$ cat config.mk
export PLATFORM = sky130hd
export DESIGN_NAME = ex_stage_controller
export DESIGN_NICKNAME = d
export VERILOG_FILES = /design/src/rtl/ex_stage_controller.sv
export SDC_FILE = /design/constraint.sdc
export NUM_CORES = 1
export LEC_CHECK = 0
export ABC_AREA = 1
export CAP_MARGIN = 20
export CORE_AREA = 2 2 130 94
export DETAILED_ROUTE_END_ITERATION = 7
export DIE_AREA = 0 0 132 96
export PLACE_DENSITY = 0.86
export SLEW_MARGIN = 5
export SYNTH_ARGS = -nofsm -noshare
export SYNTH_HDL_FRONTEND = slang
export SYNTH_SLANG_ARGS = --single-unit
$ cat constraint.sdc
create_clock -name clk -period 3.1 [get_ports clk]
set_clock_uncertainty 0.2 [all_clocks]
set_input_delay 0.465 -clock clk [delete_from_list [all_inputs] [get_ports clk]]
set_output_delay 0.465 -clock clk [all_outputs]
set_load 0.05 [all_outputs]
$ cat src/rtl/ex_stage_controller.sv
// Execute-stage sequencer: retires single-cycle ops at once, holds the pipe for
// multi-cycle mul/div/mod, raises flush on taken branches and counts events.
module ex_stage_controller #(
    parameter int MUL_CYCLES = 3,
    parameter int DIV_CYCLES = 8,
    parameter int CNT_W      = 32
) (
    input  logic             clk,
    input  logic             reset,
    input  logic             in_valid,
    input  logic             isMul,
    input  logic             isDiv,
    input  logic             isMod,
    input  logic             isBranchTaken,
    input  logic             ma_stall,
    output logic             stall,
    output logic             flush,
    output logic             ex_latch_en,
    output logic             mawb_valid,
    output logic             busy,
    output logic [CNT_W-1:0] retired_cnt,
    output logic [CNT_W-1:0] stall_cnt,
    output logic [CNT_W-1:0] flush_cnt
);

    typedef enum logic {
        IDLE,
        MULTI
    } stateT;

    // The accept cycle and the final latch cycle each consume one cycle of occupancy.
    localparam logic [7:0]       MUL_RELOAD = 8'(MUL_CYCLES - 2);
    localparam logic [7:0]       DIV_RELOAD = 8'(DIV_CYCLES - 2);
    localparam logic [CNT_W-1:0] CNT_ONE    = {{(CNT_W-1){1'b0}}, 1'b1};

    stateT      state, nextState;
    logic [7:0] cnt, nextCnt;
    logic       latDiv, nextLatDiv;
    logic       multiOp, useDiv;

    assign multiOp = isMul | isDiv | isMod;
    assign useDiv  = isDiv | isMod;

    always_comb begin
        nextState   = state;
        nextCnt     = cnt;
        nextLatDiv  = latDiv;
        stall       = 1'b0;
        ex_latch_en = 1'b0;
        case (state)
            IDLE: begin
                if (in_valid) begin
                    if (multiOp) begin
                        stall      = 1'b1;
                        nextState  = MULTI;
                        nextCnt    = useDiv ? DIV_RELOAD : MUL_RELOAD;
                        nextLatDiv = useDiv;
                    end else begin
                        ex_latch_en = !ma_stall;
                        stall       = ma_stall;
                    end
                end
            end
            MULTI: begin
                if (cnt != 8'd0) begin
                    stall   = 1'b1;
                    nextCnt = cnt - 8'd1;
                end else if (ma_stall) begin
                    stall = 1'b1;
                end else begin
                    ex_latch_en = 1'b1;
                    nextState   = IDLE;
                end
            end
            default: nextState = IDLE;
        endcase
        // Reset must silence the pipeline controls in the same cycle it is seen.
        if (reset) begin
            stall       = 1'b0;
            ex_latch_en = 1'b0;
        end
    end

    assign flush = ex_latch_en & isBranchTaken;
    assign busy  = (state == MULTI) & !reset;

    always_ff @(posedge clk) begin
        if (reset) begin
            state       <= IDLE;
            cnt         <= 8'd0;
            latDiv      <= 1'b0;
            mawb_valid  <= 1'b0;
            retired_cnt <= '0;
            stall_cnt   <= '0;
            flush_cnt   <= '0;
        end else begin
            state      <= nextState;
            cnt        <= nextCnt;
            latDiv     <= nextLatDiv;
            mawb_valid <= ex_latch_en;
            if (ex_latch_en) retired_cnt <= retired_cnt + CNT_ONE;
            if (stall)       stall_cnt   <= stall_cnt + CNT_ONE;
            if (flush)       flush_cnt   <= flush_cnt + CNT_ONE;
        end
    end

    // The remaining count can never exceed the reload of the op class that was accepted.
    always_ff @(posedge clk) begin
        if (!reset && state == MULTI)
            assert (cnt <= (latDiv ? DIV_RELOAD : MUL_RELOAD));
    end

endmodule

==> out/results.tsv <==
metric	value	unit
Pre-Repair DR Iteration Count	5	
WL/cell	12.97	um
CP delay by family, top	buffers and inverters	
RSZ-0062 raised after global routing	false	
layout cells sized above 1	0.03616	
reg2reg end	stall_cnt[16]$_SDFFE_PP0P_	
# DRC	0	
antenna diode count	0	
pwr dens	369.7	nW/um2
P_leak	0.002830	uW
R2R depth	10	
P&R area growth vs syn	23.44	%
chip width	132	um
FF+latch count, synth	106	
total CTS buffers	9	
largest family of logic cells by synthesized area	simple AND/OR/NAND/NOR gates	
fin crit period	2585	ps
ys flop type	dfxtp_1	
Startpoint Class	primary input	
Final Max Slew Viols	0	
Slew headroom	0.4305	
Adder-Cell Fraction of Synth Area	0.009677	
synthesized area	6465	um2
Post-Synth Simple-Gate Area	0.4695	
count of different cell masters after synthesis	28	
mux cell area share after synthesis	0	
initial antenna violation count	0	
die area	12670	um2
utilization after layout	0.6977	
fmax	386.8	MHz
routed vias	7085	
Post-Route Setup TNS	0	ps
GPL Wtd Cong	0.9891	
clk sink count	106	
worst skew pair latency	350	ps
H-tree Lvls	3	
Worst R2R Start	cnt[0]$_SDFFE_PP0P_	
Cells after Synth	1088	
status	completed	
Routed Antenna Nets	0	
Setup Viol. Count Final	0	
Critical Setup Path Class	in2out	
dpl hpwl	12.73	mm
I/O pin total	109	
Initial Util	0.5653	
CTS Root Cell	clkbuf_16	
clk buf depth	2	
CTS tree	yes	
HP Class	in2reg	
Pwr Total	2950	uW
CP Buf/Inv Count	3	
post-synthesis sequential area ratio	0.3282	
Hold EP	retired_cnt[19]$_SDFFE_PP0P_	
Placeable Area	11440	um2
Peak VDD IR	0.0002993	V
worst-path fanout max	8	
vias in the first global route	5995	
R2R setup slack	800	ps
dominant cells by area after synthesis	dfxtp_1 33%, nand2_1 26%, nor2_1 12%	
Worst Tran Pin Value	854.3	ps
ys async rst share	0	
Hold Fails Final Rpt	0	
post-synthesis xor/xnor area fraction	0.04742	
max incr delay on CP	410	ps
Critical Path RT	2430	ps
GRT overflow	0	
top-count cell post-synth	nand2_1	
DR iter-0 viols	801	
die height	96	um
cell taking the most area after synthesis	dfxtp_1	
Yosys warnings	0	
Port Buf Inserts	108	
max-cap violation count	0	
worst hold start	reset	
Final Cycle Share	0.8339	
Avg Vias per Cell	5.264	
clk slew on worst S/H paths	70	ps
setup bufs post-CTS	0	
largest net degree at the start of global routing	76	
syn_area_per_cell	5.942	um2
hold_buf cts	0	
post-synthesis compound-gate area fraction	0.08206	
Resized cells post-CTS	0	
# nets final	1197	
row cnt	33	
top cell type's share of synthesized area	0.3282	
GRT Util Overall	0.2751	
worst setup margin	514.9	ps
worst slack, placed	509.5	ps
critical path, cell by cell	clkdlybuf4s50_1, nor2_2, nand3_1, o21ai_4, nand3_4, inv_2, buf_12	
CP arrival	1920	ps
Post-synth EDFFs	0	
Critical Path End Type	output port	
top cells by count, synth	447 x nand2_1, 205 x nor2_1, 106 x dfxtp_1	
hold depth	4	
Slowest-stage cell, CP	clkdlybuf4s50_1	
syn_nets	1101	
hold slack	278.4	ps
first-pass GRT wire length	28.63	mm
routed wire length	17.46	mm
[cell usage in the layout (no fill, tap or decap), drive strengths merged, types with 2 or more instances in the layout]
master and count:
a21oi 90, xnor2 12, xor2 23, dfxtp 106
nand3 42, inv 64, clkinv 3, nand3b 30
buf 13, nand2 451, ha 5, nor2 207
nand4 7, clkbuf 11, o21ai 10, o21bai 2
clkdlybuf4s50 103, nor3 7
[layer usage]
layer  share of wire  vias up  GRT usage
li1                -     3602          -
met1            0.47     3151     0.4010
met3           0.090       16    0.05161
met5               0        -          0
met2            0.43      316     0.4258
met4          0.0084        0    0.05525
[stage by stage]
stage               cell area (um2)  instances
floorplan                      6465       1088
detailed placement             7666       1330
global placement               7666       1330
finish                         7980       1346
global route                   7980       1346
CTS                            7980       1346
[state kept, by name (all words and copies together) (netlist names)]
name / count
cnt: 8
retired_cnt: 32
stall_cnt: 32
mawb_valid: 1
flush_cnt: 32
state: 1
[power breakdown]
group	internal, uW	leakage [uW]	total [uW]	switching (uW)
sequential	1380	0.000855	1410	24.4
combinational	107	0.00182	349	242
clock	675	0.000156	1190	518
total	2170	0.00283	2950	785
[tightest hold or removal path, stage by stage]
cell and delay [ps]:
buf_2 100, inv_2 100, nand2_1 90, nor2_1 30
[worst max path at each step]
stage                        startpoint                          to  slack, ps  cells after the start
global route        cnt[0]$_SDFFE_PP0P_                       stall        410                      8
finish                            isMod                       flush        510                      7
CTS                               isMod                       flush        500                      7
floorplan           cnt[0]$_SDFFE_PP0P_                       stall        930                      9
global placement                  isMod                       flush        530                      7
detailed placement                isMod  flush_cnt[30]$_SDFFE_PP0P_        510                      9
[final cells by class]
| cell class | instances | area [um2] |
|---|---|---|
| sequential | 106 | 2122 |
| fill | 1025 | 3457 |
| multi-input combinational | 888 | 3935 |
| clock inverter | 5 | 61.31 |
| inverter | 63 | 236.5 |
| clock buffer | 11 | 252.7 |
| tap | 157 | 196.4 |
| timing repair buffer | 116 | 1176 |
[cells by family after synthesis]
family / count (synthesis)
AND/OR/NAND/NOR: 746
flip-flops: 106
AO/OA/AOI/OAI: 102
buffers and inverters: 94
adder cells (fa/ha/maj): 5
XOR/XNOR: 35
No activity file was read; power rests on OpenSTA's default activity.
